$ cat config.mk
export PLATFORM = sky130hd
export DESIGN_NAME = rat_recovery_ctrl
export DESIGN_NICKNAME = d
export VERILOG_FILES = /design/src/rtl/rat_recovery_ctrl.sv
export SDC_FILE = /design/constraint.sdc
export NUM_CORES = 1
export LEC_CHECK = 0
export CAP_MARGIN = 20
export CORE_MARGIN = 2
export CORE_UTILIZATION = 45
export CTS_CLUSTER_SIZE = 28
export DETAILED_ROUTE_END_ITERATION = 7
export GPL_ROUTABILITY_DRIVEN = 0
export MAX_ROUTING_LAYER = met4
export PLACE_DENSITY = 0.74
export RECOVER_POWER = 25
export SYNTH_ARGS = -nofsm -noshare
export SYNTH_HDL_FRONTEND = slang
export SYNTH_SLANG_ARGS = --single-unit
$ cat constraint.sdc
create_clock -name clk -period 2.27 [get_ports clk]
set_input_delay 0.227 -clock clk [delete_from_list [all_inputs] [get_ports clk]]
set_output_delay 0.227 -clock clk [all_outputs]
set_load 0.02 [all_outputs]
$ cat src/rtl/rat_recovery_ctrl.sv
// Front-RAT recovery sequencer: drains retirement, snapshots the committed map,
// then replays it into the front RAT LANES entries per cycle.
`timescale 1ns/1ps

// state | meaning
// IDLE  | no recovery in progress, rename free-running
// DRAIN | waiting for retirement to go quiet before snapshotting
// SNAP  | committed map frozen, captured at the exiting edge
// COPY  | replaying the snapshot into the front RAT, one lane group per cycle
// DONE  | one-cycle completion pulse, restart if another request arrived
module rat_recovery_ctrl #(
  parameter int ARCH_REGS = 32,
  parameter int PHY_WIDTH = 6,
  parameter int LANES     = 4
) (
  input  logic                           clk,
  input  logic                           rst_n,
  input  logic                           recover_req,
  input  logic                           retire_valid,
  input  logic [PHY_WIDTH*ARCH_REGS-1:0] back_rat,
  output logic                           back_rat_freeze,
  output logic                           rename_stall,
  output logic [LANES-1:0]               rat_wr_en,
  output logic [5*LANES-1:0]             rat_wr_arch,
  output logic [PHY_WIDTH*LANES-1:0]     rat_wr_phy,
  output logic                           recover_done,
  output logic                           busy
);

  localparam int GROUPS = ARCH_REGS / LANES;
  localparam int GW     = (GROUPS > 1) ? $clog2(GROUPS) : 1;
  localparam logic [GW-1:0] LAST_GRP = GW'(GROUPS - 1);

  typedef enum logic [2:0] {IDLE, DRAIN, SNAP, COPY, DONE} state_e;

  state_e                         state_q;
  logic [GW-1:0]                  grp_q;
  logic                           pending_q;
  logic [PHY_WIDTH*ARCH_REGS-1:0] snap_q;

  // A request seen in DONE is consumed by the restart itself, so the pending
  // clear on DONE->DRAIN deliberately overrides the set issued in that cycle.
  always_ff @(posedge clk or negedge rst_n) begin
    if (!rst_n) begin
      state_q   <= IDLE;
      grp_q     <= '0;
      pending_q <= 1'b0;
      snap_q    <= '0;
    end else begin
      if (recover_req && (state_q != IDLE)) pending_q <= 1'b1;
      case (state_q)
        IDLE: begin
          if (recover_req) state_q <= DRAIN;
        end
        DRAIN: begin
          if (!retire_valid) state_q <= SNAP;
        end
        SNAP: begin
          snap_q  <= back_rat;
          grp_q   <= '0;
          state_q <= COPY;
        end
        COPY: begin
          if (grp_q == LAST_GRP) begin
            grp_q   <= '0;
            state_q <= DONE;
          end else begin
            grp_q <= grp_q + GW'(1);
          end
        end
        DONE: begin
          if (pending_q || recover_req) begin
            pending_q <= 1'b0;
            state_q   <= DRAIN;
          end else begin
            state_q <= IDLE;
          end
        end
        default: state_q <= IDLE;
      endcase
    end
  end

  always_comb begin
    busy            = (state_q != IDLE);
    rename_stall    = (state_q != IDLE);
    back_rat_freeze = (state_q == SNAP) || (state_q == COPY);
    recover_done    = (state_q == DONE);
    rat_wr_en       = '0;
    rat_wr_arch     = '0;
    rat_wr_phy      = '0;
    if (state_q == COPY) begin
      for (int k = 0; k < LANES; k++) begin
        rat_wr_en[k]                       = 1'b1;
        rat_wr_arch[k*5 +: 5]              = 5'(int'(grp_q) * LANES + k);
        rat_wr_phy[k*PHY_WIDTH +: PHY_WIDTH] =
          snap_q[(int'(grp_q) * LANES + k) * PHY_WIDTH +: PHY_WIDTH];
      end
    end
  end

endmodule

; ---- Word level (Yosys, flattened, before mapping)
; Cells that the tools add are included.
[totals]
reg_bits = 199
latch_bits = 0
ram_bits = 0
mem_bits_ro = 0
in_bits = 196
output_inout_bits = 52
memories = 0
[op_classes]
n_addsub = 4
multipliers = 4
n_div = 0
magnitude_cmp = 0
eq_ne = 8
shifts = 4
n_mux = 13
bitwise = 0
reduce_logical = 7
[op_table]
columns = operator, count
row1 = 192-bit by 10-bit indexed part select with 6-bit output, 3
row2 = 192-bit by 9-bit indexed part select with 6-bit output, 1
row3 = "6-bit by 2-bit multiplier with 8-bit output, second input constant", 3
row4 = 24-bit 2-to-1 mux, 1
row5 = 20-bit 2-to-1 mux, 1
row6 = 3-bit case mux with 5 select lines, 1
row7 = "5-bit by 2-bit adder with 6-bit output, second input constant", 2
row8 = 3-bit 2-to-1 mux, 4
row9 = "5-bit by 1-bit adder with 6-bit output, second input constant", 1
row10 = "3-bit by 2-bit == test with 1-bit output, second input constant", 2
row11 = "3-bit == test, second input constant", 2
row12 = "2-bit != test, second input constant", 3
row13 = 3-bit case mux with 2 select lines, 1
row14 = "3-bit by 2-bit multiplier with 5-bit output, second input constant", 1
row15 = 1-bit 2-to-1 mux, 4
row16 = 4-bit 2-to-1 mux, 1
row17 = "3-bit by 1-bit adder with 3-bit output, second input constant", 1
row18 = "3-bit by 1-bit == test with 1-bit output, second input constant", 1
row19 = 3-bit zero test, 1
row20 = 3-bit AND reduction, 1
row21 = 3-bit nonzero test, 1
row22 = 1-bit logical OR, 2
row23 = 2-bit nonzero test, 1
row24 = 1-bit logical AND, 1

; ---- Logic depth before layout (Yosys ltp)
[logic_depth]
depth_word = 5
ltp_mapped = 7
depth_no_buf = 5

; ---- Worst setup path before layout
; OpenSTA, ideal clock, no wires.
[synth_path]
kind = flip-flop to output port
from = register grp_q[0]
to = output rat_wr_phy[10]
arrival_time_ns = 1.439
required_ns = 2.043
setup_slack_ns = 0.604
path_stages_with_launch = 5
path_cell_list = dfrtp_1 buf_6 buf_4 mux4_2 a22o_1
[synth_via]
elab_chain_len = 4
[synth_lines]
columns = element, line
row1 = from (decl), 37  ; logic [GW-1:0] grp_q;
row2 = from (signal assigned), 68  ; grp_q <= grp_q + GW'(1);
row3 = 5-bit by 1-bit adder with 6-bit output, 97  ; snap_q[(int'(grp_q) * LANES + k) * PHY_WIDTH +: PHY_WIDTH];
row4 = 6-bit by 2-bit multiplier with 8-bit output, 97
row5 = 192-bit by 10-bit indexed part select with 6-bit output, 97
row6 = 24-bit 2-to-1 mux, 92  ; if (state_q == COPY) begin
row7 = to (decl), 25  ; output logic [PHY_WIDTH*LANES-1:0] rat_wr_phy,
; Every way passes these cells.

; ---- Final worst setup path
; Same ends and word-level chain as after synthesis.

==> flow_metrics.env <==
export IMPL_status="finished, violations left"
export IMPL_violations="max-capacitance violations, max-slew violations, negative setup slack"
export IMPL_clk_pin_slew_ns=0.08
export IMPL_yosysWarnings=0
export IMPL_switchingPower_mw=6.55
export IMPL_timing_critical_path_mode_cell="buf_12"
export IMPL_pwr_share_comb_pct=52.2
export IMPL_grt_usage_pct=21.1
export IMPL_swShare_pct=32.8
export IMPL_crit_path_start="grp_q[0]"
export IMPL_rsz0062_at_grt="true"
export IMPL_cts_buffers=17
export IMPL_slew_headroom_pct=-7.57
export IMPL_antenna_found_initial=0
export IMPL_grt_pass1_wl_um=36800
export IMPL_worst_setup_path_start_kind="flop"
export IMPL_p_per_area_nw_per_um2=1510
export IMPL_num_rows=54
export IMPL_path_buf_inv=4
export IMPL_die_area_um2=23100
export IMPL_synthTopCellsByArea="dfrtp_1 (51%), mux2_4 (27%), mux4_2 (11%), buf_6 (3.1%), a22o_1 (2.1%)"
export IMPL_setup_viol=11
export IMPL_max_cap_violations=1
export IMPL_timing_final_ws_setup_ns=-0.126
export IMPL_r2r_start="state_q[0]"
export IMPL_synth_cells=560
export IMPL_layout_drive_gt1_share_pct=41.7
export IMPL_fin_worst_skew_ns=0.0118
export IMPL_ant_nets=0
export IMPL_vias=5727
export IMPL_clk_latency_ns=0.43
export IMPL_cpPeakStageDelay_ns=0.52
export IMPL_maxSlewViolCount=70
export IMPL_die_h_um=152
export IMPL_ys_seq_elements=199
export IMPL_p_leak_nw=5.83
export IMPL_synth_top_area_share_pct=50.5
export IMPL_cp_slowest_cell="dfrtp_4"
export IMPL_hold_class="in2reg"
export IMPL_syn_area_um2=9860
export IMPL_dp_hpwl_um=16200
export IMPL_pwr_share_clk_pct=15.3
export IMPL_synth_top_area_cell="dfrtp_1"
export IMPL_grt_max_degree=71
export IMPL_cp_end_kind="primary output"
export IMPL_coreArea_um2=21700
export IMPL_worst_slew_pin_slew_ns=1.61
export IMPL_worst_r2r_cell_count=5
export IMPL_nets=998
export IMPL_drc=0
export IMPL_synth_area_per_cell_um2=17.6
export IMPL_crit_chain="buf_12 -> buf_12 -> buf_16 -> mux4_2 -> a22o_1 -> buf_6"
export IMPL_wl_per_cell_um=21.1
export IMPL_post_route_util_pct=61.1
export IMPL_worstSetupPathType="reg2out"
export IMPL_initial_core_util_pct=45.5
export IMPL_seq_area_frac_synth_pct=50.5
export IMPL_p_total_mw=20.0
export IMPL_cts_root_buf="clkbuf_16"
export IMPL_drt_initial_drc_count=304
export IMPL_critPathArrivalTime_ns=2.17
export IMPL_ir_worst_vdd_mv=0.728
export IMPL_die_width_um=152
export IMPL_period_needed_ns=2.40
export IMPL_path_max_fanout=8
export IMPL_fin_hold_ws_ns=0.397
export IMPL_p_int_mw=13.4
export IMPL_critPathTopFamily="buffers and inverters"
export IMPL_fmax_ghz=0.417
export IMPL_yosys_cell_types_count=30
export IMPL_cp_num_cells=6
export IMPL_min_from="back_rat[186]"
export IMPL_htreeDepth=4
export IMPL_seqPwrFrac_pct=32.5
export IMPL_diodes=0
export IMPL_ioPinCount=248
export IMPL_clock_sinks=199
export IMPL_overflow=0
export IMPL_first_pass_iters=4
export IMPL_grt_pass1_vias=6402
export IMPL_place_ws_ns=-0.000173
export IMPL_vias_per_cell=5.24
export IMPL_tritoncts="built"
export IMPL_whs_path_depth=2
export IMPL_crit_required_ns=2.04
export IMPL_clk_path_buf_depth=2
export IMPL_finalHoldViolations=0
export IMPL_wirelength_um=23100
export IMPL_port_buffers=243
export IMPL_period_share_pct=106
export IMPL_syn2layout_area_growth_pct=34.5
-- worst reg2reg max path, cell delays in order, from the launching register on --
cell,delay [ns]
dfrtp_1,0.43
clkbuf_1,0.26
nor2_4,0.24
buf_12,0.18
buf_12,0.32
mux2_2,0.41
-- final cells by class --
| type | instances | area (µm²) |
|---|---|---|
| Fill cell | 1556 | 8430 |
| Tap cell | 280 | 350 |
| Inverter | 4 | 17.5 |
| Timing Repair Buffer | 279 | 2950 |
| Multi-Input combinational cell | 299 | 4350 |
| Clock buffer | 17 | 425 |
| Sequential cell | 199 | 4980 |
| Clock inverter | 15 | 175 |
-- sequential cells by signal, summed over array words and instances (netlist names) --
signal / flops
state_q: 3
pending_q: 1
grp_q: 3
snap_q: 192
-- final timing paths --
kind                             endpoint  slack (ns)
max reg2reg                   snap_q[161]        0.33
min in group asynchronous     snap_q[161]        0.74
max in group asynchronous      snap_q[90]        0.25
min reg2reg                     snap_q[7]        0.51
max                        rat_wr_phy[10]       -0.13
min                           snap_q[186]        0.40
-- placed cells by master, fill, tap and decap left out, types with 2 or more instances in the layout --
cell type	count
clkdlybuf4s50_1	203
dfrtp_1	197
mux2_4	180
mux4_2	48
a22o_1	24
buf_6	22
clkbuf_16	17
buf_12	15
buf_4	14
mux2_2	12
dlygate4sd2_1	8
dlymetal6s2s_1	7
nand2_1	6
conb_1	4
inv_6	4
clkinv_8	4
buf_2	4
and3_1	3
inv_8	3
nor3b_1	2
inv_1	2
o22ai_1	2
a21oi_1	2
nand3_1	2
ha_1	2
clkinv_4	2
buf_16	2
-- power groups by stage --
stage          clock (mW)  combinational [mW]  sequential, mW
6_report             3.05                10.4            6.49
5_1_grt              3.27                11.0            6.69
4_1_cts              3.13                10.4            6.48
3_5_place_dp            0                10.1            6.53
3_3_place_gp            0                9.87            6.43
2_1_floorplan           0                7.78            6.04
-- timing repair --
item	CTS	global route
setup endpoints to repair	32	37
pin swaps	10	8
gates cloned	2	0
hold buffers	1	0
setup buffers	6	1
hold endpoints to repair	66	0
resized for setup	142	24
-- cells by family (layout without fill, tap and decap cells) --
logic type	count (synthesis)	count (layout)	share of synthesized area (%)
muxes	240	240	39.8
DFF	199	199	50.5
buffers and inverters	65	315	5.50
AOI/OAI and AO/OA	32	32	2.63
and+or+nand+nor	21	21	1.32
adders and majority gates	2	2	0.254
other	1	4	0.0380
-- synthesized netlist by cell type (all sizes together) --
| cell type | count |
|---|---|
| a21o | 1 |
| a21oi | 2 |
| a22o | 24 |
| a31oi | 1 |
| and3 | 4 |
| buf | 55 |
| clkbuf | 6 |
| conb | 1 |
| dfrtp | 199 |
| ha | 2 |
| inv | 4 |
| mux2 | 192 |
| mux4 | 48 |
| nand2 | 6 |
| nand2b | 1 |
| nand3 | 2 |
| nand3b | 1 |
| nor2 | 3 |
| nor2b | 1 |
| nor3b | 2 |
| o21ai | 1 |
| o22ai | 2 |
| o31ai | 1 |
| or3 | 1 |
-- through the flow --
step                  TNS, ns  instances  cell area, µm²
CTS                     -1.64       1093           13300
finish                 -0.931       1093           13300
floorplan                   0        563            9870
detailed placement  -0.000173       1053           12500
global route            -8.30       1093           13300
global placement     -0.00110       1053           12500
-- per-layer routing --
layer | part of all wire (%) | global-route usage, % | wire length, µm
met5 | 0 | - | 0
met4 | 1.3 | 5.38 | 308
met3 | 5.5 | 4.76 | 1270
met2 | 49 | 33.1 | 11300
met1 | 44 | 28.0 | 10200
Power figures use the tool's default switching activity.
